**src/rtl/can_crc_pkg.sv**
```systemverilog
// Shared types and constants for the CAN CRC-15 arbiter.
package can_crc_pkg;

    localparam int          CRC15_WIDTH  = 15;
    localparam int          BEAT_WIDTH   = 64;
    localparam logic [14:0] CRC15_POLY   = 15'h4599;
    localparam logic [14:0] CRC_INIT_DEF = 15'h7FFF;

    typedef enum logic {
        OWN_TX = 1'b0,
        OWN_RX = 1'b1
    } owner_e;

    typedef enum logic [1:0] {
        ST_IDLE = 2'd0,
        ST_RUN  = 2'd1,
        ST_DONE = 2'd2
    } state_e;

endpackage

```
**src/rtl/can_crc15_step64.sv**
```systemverilog
// One 64-bit beat of CAN CRC-15 (x^15+x^14+x^10+x^8+x^7+x^4+x^3+1),
// MSB of the beat first, unrolled from the serial CAN shift register.
module can_crc15_step64
    import can_crc_pkg::*;
(
    input  logic [CRC15_WIDTH-1:0] crc_i,
    input  logic [BEAT_WIDTH-1:0]  data_i,
    output logic [CRC15_WIDTH-1:0] crc_o
);

    logic [CRC15_WIDTH-1:0] c;
    logic                   fb;

    always_comb begin
        c  = crc_i;
        fb = 1'b0;
        for (int i = BEAT_WIDTH - 1; i >= 0; i--) begin
            fb = data_i[i] ^ c[CRC15_WIDTH-1];
            c  = {c[CRC15_WIDTH-2:0], 1'b0};
            if (fb) c = c ^ CRC15_POLY;
        end
        crc_o = c;
    end

endmodule

```
**src/rtl/can_crc_arbiter.sv**
```systemverilog
// Round-robin share of one CRC-15 engine between TX builder and RX checker.
// Optional idle-beat watchdog enabled by defining CRC_TIMEOUT_EN.
module can_crc_arbiter
    import can_crc_pkg::*;
#(
    parameter int          MAX_BEATS   = 4,
    parameter logic [14:0] CRC_INIT    = CRC_INIT_DEF,
    parameter int          TIMEOUT_CYC = 255
) (
    input  logic                   clk,
    input  logic                   rst,
    input  logic                   tx_valid,
    output logic                   tx_ready,
    input  logic [BEAT_WIDTH-1:0]  tx_data,
    input  logic                   tx_last,
    input  logic                   rx_valid,
    output logic                   rx_ready,
    input  logic [BEAT_WIDTH-1:0]  rx_data,
    input  logic                   rx_last,
    input  logic [CRC15_WIDTH-1:0] rx_crc_ref,
    output logic                   res_valid,
    input  logic                   res_ready,
    output logic                   res_owner,
    output logic [CRC15_WIDTH-1:0] res_crc,
    output logic [7:0]             res_beats,
    output logic                   res_crc_ok,
    output logic                   res_overflow,
    output logic                   res_timeout
);

    localparam logic [7:0] MAX_B = 8'(MAX_BEATS);

    state_e                 state_q, state_d;
    owner_e                 owner_q, owner_d;
    owner_e                 prio_q, prio_d;
    logic [CRC15_WIDTH-1:0] crc_q, crc_d, crc_nxt;
    logic [7:0]             beats_q, beats_d;
    logic                   ovf_q, ovf_d;
    logic                   ok_q, ok_d;

    logic                   sel_valid, sel_last;
    logic [BEAT_WIDTH-1:0]  sel_data;
    logic                   done;

`ifdef CRC_TIMEOUT_EN
    localparam int TW = $clog2(TIMEOUT_CYC + 1);
    logic [TW-1:0] idle_cnt_q, idle_cnt_d;
    logic          tmo_q, tmo_d;
`else
    localparam int unused_timeout_cyc = TIMEOUT_CYC;
`endif

    assign sel_valid = (owner_q == OWN_TX) ? tx_valid : rx_valid;
    assign sel_last  = (owner_q == OWN_TX) ? tx_last  : rx_last;
    assign sel_data  = (owner_q == OWN_TX) ? tx_data  : rx_data;

    can_crc15_step64 u_step (
        .crc_i  (crc_q),
        .data_i (sel_data),
        .crc_o  (crc_nxt)
    );

    always_comb begin
        state_d = state_q;
        owner_d = owner_q;
        prio_d  = prio_q;
        crc_d   = crc_q;
        beats_d = beats_q;
        ovf_d   = ovf_q;
        ok_d    = ok_q;
`ifdef CRC_TIMEOUT_EN
        idle_cnt_d = idle_cnt_q;
        tmo_d      = tmo_q;
`endif
        case (state_q)
            ST_IDLE: begin
                if (tx_valid || rx_valid) begin
                    if (tx_valid && rx_valid) owner_d = prio_q;
                    else                      owner_d = tx_valid ? OWN_TX : OWN_RX;
                    crc_d   = CRC_INIT;
                    beats_d = '0;
                    ovf_d   = 1'b0;
                    ok_d    = 1'b0;
`ifdef CRC_TIMEOUT_EN
                    idle_cnt_d = '0;
                    tmo_d      = 1'b0;
`endif
                    state_d = ST_RUN;
                end
            end
            ST_RUN: begin
                if (sel_valid) begin
                    crc_d   = crc_nxt;
                    beats_d = beats_q + 8'd1;
`ifdef CRC_TIMEOUT_EN
                    idle_cnt_d = '0;
`endif
                    if (sel_last) begin
                        // Compare registered on the last beat so it is ready with res_valid.
                        ok_d    = (owner_q == OWN_RX) && (crc_nxt == rx_crc_ref);
                        state_d = ST_DONE;
                    end else if (beats_q + 8'd1 == MAX_B) begin
                        ovf_d   = 1'b1;
                        state_d = ST_DONE;
                    end
                end
`ifdef CRC_TIMEOUT_EN
                else if (idle_cnt_q == TW'(TIMEOUT_CYC - 1)) begin
                    tmo_d   = 1'b1;
                    state_d = ST_DONE;
                end else begin
                    idle_cnt_d = idle_cnt_q + 1'b1;
                end
`endif
            end
            ST_DONE: begin
                if (res_ready) begin
                    prio_d  = (owner_q == OWN_TX) ? OWN_RX : OWN_TX;
                    state_d = ST_IDLE;
                end
            end
            default: state_d = ST_IDLE;
        endcase
    end

    always_ff @(posedge clk or posedge rst) begin
        if (rst) begin
            state_q <= ST_IDLE;
            owner_q <= OWN_TX;
            prio_q  <= OWN_TX;
            crc_q   <= CRC_INIT;
            beats_q <= '0;
            ovf_q   <= 1'b0;
            ok_q    <= 1'b0;
        end else begin
            state_q <= state_d;
            owner_q <= owner_d;
            prio_q  <= prio_d;
            crc_q   <= crc_d;
            beats_q <= beats_d;
            ovf_q   <= ovf_d;
            ok_q    <= ok_d;
        end
    end

`ifdef CRC_TIMEOUT_EN
    always_ff @(posedge clk or posedge rst) begin
        if (rst) begin
            idle_cnt_q <= '0;
            tmo_q      <= 1'b0;
        end else begin
            idle_cnt_q <= idle_cnt_d;
            tmo_q      <= tmo_d;
        end
    end
`endif

    // Result fields read as zero outside DONE so reset and idle look identical.
    assign done         = (state_q == ST_DONE);
    assign tx_ready     = (state_q == ST_RUN) && (owner_q == OWN_TX);
    assign rx_ready     = (state_q == ST_RUN) && (owner_q == OWN_RX);
    assign res_valid    = done;
    assign res_owner    = done && (owner_q == OWN_RX);
    assign res_crc      = done ? crc_q : '0;
    assign res_beats    = done ? beats_q : '0;
    assign res_crc_ok   = done && ok_q;
    assign res_overflow = done && ovf_q;
`ifdef CRC_TIMEOUT_EN
    assign res_timeout  = done && tmo_q;
`else
    assign res_timeout  = 1'b0;
`endif

endmodule

```
**config.mk**
```make
export PLATFORM = sky130hd
export DESIGN_NAME = can_crc_arbiter
export DESIGN_NICKNAME = d
export VERILOG_FILES = /design/src/rtl/can_crc_pkg.sv /design/src/rtl/can_crc15_step64.sv /design/src/rtl/can_crc_arbiter.sv
export SDC_FILE = /design/constraint.sdc
export NUM_CORES = 1
export LEC_CHECK = 0
export BUFFER_PORTS_ARGS = -buffer_cell sky130_fd_sc_hd__buf_2
export CAP_MARGIN = 15
export CELL_PAD_IN_SITES_DETAIL_PLACEMENT = 0
export CELL_PAD_IN_SITES_GLOBAL_PLACEMENT = 2
export CORE_ASPECT_RATIO = 0.75
export CORE_UTILIZATION = 41
export DETAILED_ROUTE_END_ITERATION = 6
export MAX_ROUTING_LAYER = met4
export PLACE_DENSITY_LB_ADDON = 0.1
export SLEW_MARGIN = 30
export SYNTH_ARGS = -nofsm -noshare
export SYNTH_HDL_FRONTEND = slang
export SYNTH_HIERARCHICAL = 1
export SYNTH_SLANG_ARGS = --single-unit
```
**constraint.sdc**
```tcl
create_clock -name clk -period 12.5 [get_ports clk]
set_clock_uncertainty 0.2 [all_clocks]
set_input_delay 3.75 -clock clk [delete_from_list [all_inputs] [get_ports clk]]
set_output_delay 3.75 -clock clk [all_outputs]
set_load 0.02 [all_outputs]
```
; ---- Word level (Yosys, flattened, before mapping)
; Cells that the tools add are included.
[word_totals]
reg_bits = 29
latch_bits = 0
ram_bits = 0
mem_bits_ro = 0
input_bits = 150
word_cells = 256
memories = 0
[classes]
n_addsub = 1
multipliers = 0
div = 0
magnitude_cmp = 0
eq_ne = 11
n_shift = 0
mux = 92
n_bitwise = 129
n_reduce_logical = 16
[ops]
columns = cell, n
row1 = two-way mux 15 bit, 67
row2 = NOT 7 bit, 64
row3 = two-way mux 64 bit, 1
row4 = bitwise XOR 1 bit, 64
row5 = case mux 15 bit (2 select lines), 1
row6 = two-way mux 8 bit, 3
row7 = case mux 8 bit (2 select lines), 1
row8 = == test 15 bit, 1
row9 = "inequality test 2 bit, second input constant", 6
row10 = two-way mux 1 bit, 11
row11 = two-way mux 2 bit, 5
row12 = "adder 8 x 1 -> 8 bit, second input constant", 1
row13 = "== test 8 x 3 -> 1 bit, second input constant", 1
row14 = AND reduction 4 bit, 2
row15 = logical AND 1 bit, 7
row16 = case mux 2 bit (3 select lines), 1
row17 = AND reduction 5 bit, 1
row18 = case mux 1 bit (2 select lines), 2
row19 = AND reduction 2 bit, 2
row20 = "inequality test 3 bit, second input constant", 1
row21 = AND reduction 3 bit, 1
row22 = "== test 2 x 1 -> 1 bit, second input constant", 1
row23 = "== test 2 bit, second input constant", 1
row24 = logical NOT 2 bit, 1
row25 = other kinds (3), 3

; ---- Logic depth before layout (Yosys ltp)
; Gate-level depths: netlist of run 1.
[logic_depth]
word_depth = 134
ltp_mapped = 26
ltp_nobuf = 22

; ---- Hierarchy
; The synthesis of run 1 kept the hierarchy.
[by_module_without_submodules]
columns = module, n_inst, cells_per_inst, area_each_um2, seq_area_each_um2
row1 = can_crc15_step64, 1, 366, 5292.6, 0.0
row2 = can_crc_arbiter, 1, 242, 2481.1, 744.5

; ---- Worst setup path after synthesis of run 1
; No wires, ideal clock.
[synth_timing]
kind = input to register
startpoint = input rx_data[58]
endpoint = register ok_q
setup_time_ns = 0.066
t_arrival_ns = 10.857
path_slack_ns = 1.377
cell_stages = 22
n_path_buf = 0
path_cell_list = mux2_2 > xnor2_1 > xnor3_1 > xnor2_1 > xor3_1 > xor3_2 > xnor3_1 > xnor3_2 > xor2_2 > xnor3_1 > xnor3_1 > xor2_1 > xnor2_2 > xnor3_1 > xor3_2 > xor3_2 > xor3_2 > xnor2_1 > xnor2_1 > nand4_1 > nor4_1 > mux2_1
[synth_lines]
columns = item, line_no
row1 = "start, declared", can_crc_arbiter.sv:18  ; input logic [BEAT_WIDTH-1:0] rx_data,
row2 = two-way mux 64 bit *, can_crc_arbiter.sv:55  ; assign sel_data = (owner_q == OWN_TX) ? tx_data : rx_data;
row3 = bitwise XOR 1 bit *, can_crc15_step64.sv:18  ; fb = data_i[i] ^ c[CRC15_WIDTH-1];
row4 = two-way mux 15 bit *, can_crc15_step64.sv:20  ; if (fb) c = c ^ CRC15_POLY;
row5 = bitwise XOR 1 bit, can_crc15_step64.sv:18
row6 = two-way mux 15 bit *, can_crc15_step64.sv:20
row7 = bitwise XOR 1 bit, can_crc15_step64.sv:18
row8 = two-way mux 15 bit *, can_crc15_step64.sv:20
row9 = bitwise XOR 1 bit, can_crc15_step64.sv:18
row10 = (+105 left out), --
row11 = bitwise XOR 1 bit *, can_crc15_step64.sv:18
row12 = two-way mux 15 bit * (3 in series), can_crc15_step64.sv:20
row13 = named net crc_nxt[2], can_crc_arbiter.sv:36  ; logic [CRC15_WIDTH-1:0] crc_q, crc_d, crc_nxt;
row14 = == test 15 bit *, can_crc_arbiter.sv:100  ; ok_d = (owner_q == OWN_RX) && (crc_nxt == rx_crc_ref);
row15 = logical AND 1 bit *, can_crc_arbiter.sv:100
row16 = two-way mux 1 bit *, can_crc_arbiter.sv:98  ; if (sel_last) begin
row17 = two-way mux 1 bit *, can_crc_arbiter.sv:92  ; if (sel_valid) begin
row18 = case mux 1 bit (2 select lines) *, can_crc_arbiter.sv:75  ; case (state_q)
row19 = "end signal, assigned", can_crc_arbiter.sv:142  ; ok_q <= ok_d;
row20 = "end, declared", can_crc_arbiter.sv:39  ; logic ok_q, ok_d;
; The timed path passes the listed nets; every way through them passes the cells marked *. The select of a mux whose other input is x is not followed.
; A chain may end at the register's enable or synchronous reset.

; ---- Worst setup path in the final report of run 1
[layout_timing]
startpoint = input rx_data[57]
endpoint = register ok_q
[layout_lines]
columns = item, line_no
row1 = two-way mux 64 bit *, can_crc_arbiter.sv:55
row2 = named net sel_data[57], can_crc_arbiter.sv:42  ; logic [BEAT_WIDTH-1:0] sel_data;
row3 = bitwise XOR 1 bit *, can_crc15_step64.sv:18
row4 = two-way mux 15 bit *, can_crc15_step64.sv:20
row5 = bitwise XOR 1 bit, can_crc15_step64.sv:18
row6 = two-way mux 15 bit *, can_crc15_step64.sv:20
row7 = bitwise XOR 1 bit, can_crc15_step64.sv:18
row8 = two-way mux 15 bit *, can_crc15_step64.sv:20
row9 = (+104 left out), --
row10 = bitwise XOR 1 bit *, can_crc15_step64.sv:18
row11 = two-way mux 15 bit * (3 in series), can_crc15_step64.sv:20
row12 = named net crc_nxt[2], can_crc_arbiter.sv:36
row13 = == test 15 bit *, can_crc_arbiter.sv:100
row14 = logical AND 1 bit *, can_crc_arbiter.sv:100
row15 = two-way mux 1 bit *, can_crc_arbiter.sv:98
row16 = two-way mux 1 bit *, can_crc_arbiter.sv:92
row17 = case mux 1 bit (2 select lines) *, can_crc_arbiter.sv:75
; Marks and branches as above.

==> results of run 1 <==
cells by family after synthesis:
family | count (synthesis) | synth area share
fa+ha+maj | 1 | 0.001609
xor+xnor | 379 | 0.6969
compound gates | 39 | 0.04120
other cells | 1 | 0.0004824
flops | 29 | 0.09577
buf+inv | 26 | 0.01867
simple gates | 65 | 0.04732
mux | 68 | 0.09802
per-stage QoR:
step           worst slack, ps  instances  hold WS (ps)  instance area (um2)
6_report                 511.8       1034         288.3                 9081
5_1_grt                  134.2       1034         325.3                 9081
4_1_cts                  495.3       1034         297.6                 9081
3_5_place_dp             266.7       1026         286.2                 8942
3_3_place_gp             334.8       1026         266.4                 8942
2_1_floorplan             1377        608         248.4                 7774
flip-flops by register name, indices dropped and copies added, names as in the netlist:
register  flops
beats_q       8
crc_q        15
ok_q          1
ovf_q         1
owner_q       1
prio_q        1
state_q       2
routing by layer:
layer | up-vias | routed length, um
li1 | 2438 | -
met1 | 2369 | 10230
met2 | 153 | 8340
met3 | 6 | 980
met4 | 0 | 46
met5 | - | 0
worst max-delay path, cell delays in order:
cell and delay (ps):
buf_2 100, mux2_2 260, xnor2_1 660, xnor3_1 430
xnor2_1 530, xor3_1 520, xor2_1 190, xnor3_2 540
xnor2_4 220, xnor3_1 510, xnor3_1 430, xnor2_2 350
xnor3_2 530, xnor2_1 280, xnor3_1 320, xor3_2 300
xor3_2 520, xor3_2 500, xnor2_1 300, xnor2_1 150
nand4_1 130, nor4_1 290, mux2_1 180
layout by cell type, fill, tap and decap left out, types with 3 or more instances in the layout:
cell | synthesis | layout
xor2_1 | 57 | 57
a211o_1 | 3 | 3
xnor2_2 | 17 | 17
buf_4 | 4 | 11
nand2_1 | 8 | 8
xnor3_2 | 24 | 24
dfstp_2 | 15 | 15
dfrtp_1 | 14 | 13
xnor3_4 | 8 | 8
nor3_1 | 4 | 4
mux2i_1 | 3 | 3
xnor3_1 | 54 | 54
mux2_2 | 64 | 64
inv_1 | 8 | 8
nand3_1 | 3 | 3
and2_1 | 24 | 24
xor2_4 | 6 | 6
nor2_1 | 8 | 8
clkbuf_16 | 0 | 5
buf_2 | 8 | 178
nand4_1 | 5 | 5
xor2_2 | 6 | 6
xor3_2 | 8 | 8
xnor2_4 | 11 | 11
o21ai_0 | 3 | 3
xnor2_1 | 173 | 173
a31oi_1 | 3 | 3
xor3_1 | 13 | 13
o22a_1 | 16 | 16
cell type report:
| cell class | count | area (um2) | area share |
|---|---|---|---|
| inverters | 8 | 30.03 | 0.003307 |
| well taps | 247 | 309.0 | 0.03403 |
| clock inverters | 2 | 10.01 | 0.001102 |
| clock buffers | 6 | 128.9 | 0.01419 |
| multi-input cells | 553 | 6884 | 0.7581 |
| repair buffers | 189 | 973.4 | 0.1072 |
| flip-flops and latches | 29 | 745.7 | 0.08212 |
worst max path at each step:
stage	end	slack [ps]	cells past startpoint
after floorplan	ok_q	1380	22
after detailed placement	ok_q	270	23
final	ok_q	510	23
after CTS	ok_q	500	23
after global placement	ok_q	330	23
after global routing	ok_q	130	23
==> results.sh, run 1 <==
export IMPL_hpwl_um=16760
export IMPL_yosysMostFrequentCell="xnor2_1"
export IMPL_overflow=0
export IMPL_cp_data_required_time_ps=12510
export IMPL_outcome="complete, no violations"
export IMPL_yosys_warnings=6
export IMPL_start_kind="input pin"
export IMPL_max_freq_ghz=0.08342
export IMPL_met2_usage=0.3068
export IMPL_reg2reg_from="owner_q"
export IMPL_viasPerCell=4.803
export IMPL_cts_htree_levels=2
export IMPL_r2r_cells=22
export IMPL_cts_sinks=29
export IMPL_max_cap_viol_count=0
export IMPL_drt_first_pass_iters=4
export IMPL_wirelength_um=19600
export IMPL_synthTopCellsByCount="xnor2_1, mux2_2, xor2_1"
export IMPL_rrSetupSlack_ps=3170
export IMPL_synth_seq_cells=29
export IMPL_syn_num_nets=759
export IMPL_wl_per_cell_um=18.95
export IMPL_syn_avg_cell_area_um2=12.79
export IMPL_drive_gt1_frac=0.4600
export IMPL_synth_edf_count=0
export IMPL_grt_pass1_wl_um=30200
export IMPL_worstSetupPathType="input pin to flip-flop"
export IMPL_relSlewSlack=0.4441
export IMPL_finalCritPeriodShare=0.9591
export IMPL_holdPathStages=2
export IMPL_drc=0
export IMPL_start_util=0.4200
export IMPL_cp_startpoint="rx_data[57]"
export IMPL_path_clk_slew_ps=50
export IMPL_hold_viol_final=0
export IMPL_fillers=1714
export IMPL_rows=43
export IMPL_use_met1=0.3220
export IMPL_ys_seq_area_frac=0.09577
export IMPL_gp_congestion=0.8785
export IMPL_clockBufferDepth=2
export IMPL_cts_buffers=5
export IMPL_core_um2=18510
export IMPL_cts_setup_buffers=0
export IMPL_r2r_end="ok_q"
export IMPL_final_max_slew_viol_count=0
export IMPL_grt_busiest_layer="met1"
export IMPL_tns_ps=0
export IMPL_cts_root_buf="clkbuf_16"
export IMPL_yosys_top_cells_area="xnor2_1, xnor3_1, mux2_2"
export IMPL_die_area_um2=19520
export IMPL_crit_fanout=5
export IMPL_use_met3=0.02905
export IMPL_ys_flop_type="dfstp_2"
export IMPL_antenna_found_initial=0
export IMPL_synth_cells=608
export IMPL_cts_hold_fix_buffers=0
export IMPL_diodes=0
export IMPL_synth_top_area_share=0.1949
export IMPL_hp_class="flip-flop to flip-flop"
export IMPL_portBuffers=178
export IMPL_final_util=0.4907
export IMPL_hold_start="prio_q"
export IMPL_globalRouteTotalUtil=0.2109
export IMPL_grt_pass1_vias=5143
export IMPL_die_x_um=161.0
export IMPL_nNetsFinal=937
export IMPL_cts_resized=0
export IMPL_ys_async_sr_fraction=1.000
export IMPL_ys_types=56
export IMPL_whs_endpoint="prio_q"
export IMPL_synth_largest_area_cell="xnor2_1"
export IMPL_rsz0062_at_grt="no"
export IMPL_cp_data_arrival_time_ps=12000
export IMPL_antenna_left=0
export IMPL_syn_area_um2=7774
export IMPL_endpoint_kind="flip-flop"
export IMPL_areaGrowthSynthToFinish_pct=16.82
export IMPL_fp_dieH_um=121.3
export IMPL_cts_tree="done"
export IMPL_num_vias=4966
export IMPL_finalCriticalPeriod_ps=11990
export IMPL_grt_max_degree=49
export IMPL_insertion_delay_ps=280
export IMPL_worst_pin_slew_ps=827.9
export IMPL_setup_viol=0
export IMPL_drtIter0Drc=207
export IMPL_ios=180
Power of run 1 is left out: the tool's default activity adds up to more than one toggle a clock period on the data nets, which glitch-free logic cannot reach.
==> run 2: changes to the inputs <==
Settings changed: GPL_TIMING_DRIVEN set to 0.
==> run 2 against run 1 <==
Critical path depth unchanged; non-clock buffer count increased by 6; final cell count increased by 0.58%; sequential share of layout area decreased by 0.081 points; first-iteration DRC count increased by 4.3%; hold slack got worse by 2.9 ps; maximum frequency decreased by 0.77%; core utilization increased by 0.41 points; count of clock-buffer cells in the layout increased by 2; routed wire length decreased by 1.6%; setup slack got worse by 93 ps; largest cell class unchanged.
==> results.sh, run 2 (synthesis gave the netlist of run 1 again) <==
export IMPL_clockBufferDepth=2
export IMPL_finalCriticalPeriod_ps=12080
export IMPL_met2_usage=0.3241
export IMPL_endpoint_kind="flip-flop"
export IMPL_layout_commonest_cell="buf_2"
export IMPL_start_kind="input pin"
export IMPL_viasPerCell=4.834
export IMPL_final_max_slew_viol_count=0
export IMPL_hpwl_um=16670
export IMPL_grt_pass1_wl_um=29900
export IMPL_max_cap_viol_count=0
export IMPL_fp_dieH_um=121.3
export IMPL_diodes=0
export IMPL_gp_congestion=0.8476
export IMPL_drt_first_pass_iters=4
export IMPL_portBuffers=177
export IMPL_cts_resized=4
export IMPL_insertion_delay_ps=270
export IMPL_drive_gt1_frac=0.4666
export IMPL_grt_pass1_vias=5177
export IMPL_layout_common_cells="buf_2, xnor2_1, mux2_2"
export IMPL_areaGrowthSynthToFinish_pct=17.79
export IMPL_cts_setup_buffers=0
export IMPL_worstSetupPathType="input pin to flip-flop"
export IMPL_placed_cells=1032
export IMPL_hp_class="flip-flop to flip-flop"
export IMPL_start_util=0.4200
export IMPL_path_clk_slew_ps=50
export IMPL_die_area_um2=19520
export IMPL_grt_max_degree=30
export IMPL_fin_cells=1040
export IMPL_globalRouteTotalUtil=0.2081
export IMPL_use_met1=0.3034
export IMPL_cts_htree_levels=2
export IMPL_cp_data_required_time_ps=12510
export IMPL_cts_tree="done"
export IMPL_rsz0062_at_grt="no"
export IMPL_crit_fanout=5
export IMPL_antenna_found_initial=0
export IMPL_max_freq_ghz=0.08277
export IMPL_outcome="complete, no violations"
export IMPL_drtIter0Drc=216
export IMPL_drc=0
export IMPL_overflow=0
export IMPL_core_um2=18510
export IMPL_use_met3=0.02221
export IMPL_largestRegisters="crc_q: 15 flops, beats_q: 8 flops, state_q: 2 flops"
export IMPL_hold_viol_final=0
export IMPL_largest_reg_flops=15
export IMPL_worst_pin_slew_ps=848.1
export IMPL_top_register="crc_q"
export IMPL_antenna_left=0
export IMPL_wl_per_cell_um=18.55
export IMPL_finalCritPeriodShare=0.9665
export IMPL_cts_buffers=5
export IMPL_final_util=0.4947
export IMPL_die_x_um=161.0
export IMPL_grt_busiest_layer="met2"
export IMPL_ios=180
export IMPL_cp_data_arrival_time_ps=12090
export IMPL_nNetsFinal=943
export IMPL_relSlewSlack=0.4305
export IMPL_whs_ps=285.4
export IMPL_cts_sinks=29
export IMPL_num_vias=5027
export IMPL_wirelength_um=19290
export IMPL_cts_hold_fix_buffers=0
export IMPL_rows=43
export IMPL_setup_viol=0
export IMPL_cts_root_buf="clkbuf_16"
## run 2: changes by cell type in the layout (fill, tap and decap cells not counted), sizes merged
cell / before / now
buf: 189 / 192
clkbuf: 6 / 11
clkinv: 2 / 0
## run 2: final cells by class
| class | instances | area (um2) |
|---|---|---|
| buffer | 18 | 115.1 |
| inverter | 8 | 30.03 |
| multi-input combinational | 553 | 6935 |
| timing repair buffer | 177 | 885.9 |
| clock buffer | 8 | 136.4 |
| sequential | 29 | 744.5 |
| fill | 1690 | 9351 |
| tap | 247 | 309.0 |
## run 2: critical path: stages
cell	delay, ps
buf_2	100
mux2_2	310
xnor2_1	320
xnor3_1	590
xnor2_1	500
xor3_1	510
xor2_1	160
xnor3_2	520
xnor2_4	230
xnor3_1	510
xnor3_1	440
xnor2_2	350
xnor3_2	520
xnor2_1	260
xnor3_1	320
xor3_2	320
xor3_2	540
xor3_2	500
xnor2_1	380
xnor2_1	160
nand4_1	130
nor4_2	450
mux2_1	210
## run 2: path summary, 6_finish.rpt
| check | startpoint | cells past startpoint | endpoint | slack, ps |
|---|---|---|---|---|
| max in group asynchronous | rst | 2 | state_q[1] | 8310 |
| max reg2reg | owner_q | 25 | ok_q | 2700 |
| min in group asynchronous | rst | 2 | beats_q[5] | 3370 |
| min | ok_q | 1 | ok_q | 290 |
| max | rx_data[58] | 23 | ok_q | 420 |
| min reg2reg | ok_q | 1 | ok_q | 290 |
## run 2: per-layer routing
metal,part of all wire,vias up
li1,-,2446
met1,0.50,2447
met2,0.45,129
met3,0.046,5
met4,0.0023,0
met5,0,-
## run 2: through the flow
step	cell area, um2	setup WS (ps)	setup TNS, ps
final	9156	418.6	0
after global routing	9156	21.34	0
after CTS	9134	181.8	0
after detailed placement	8969	-430.6	-430.6
after global placement	8969	-292.4	-292.4
after floorplan	7774	1377	0
Power of run 2 is left out for the same reason.
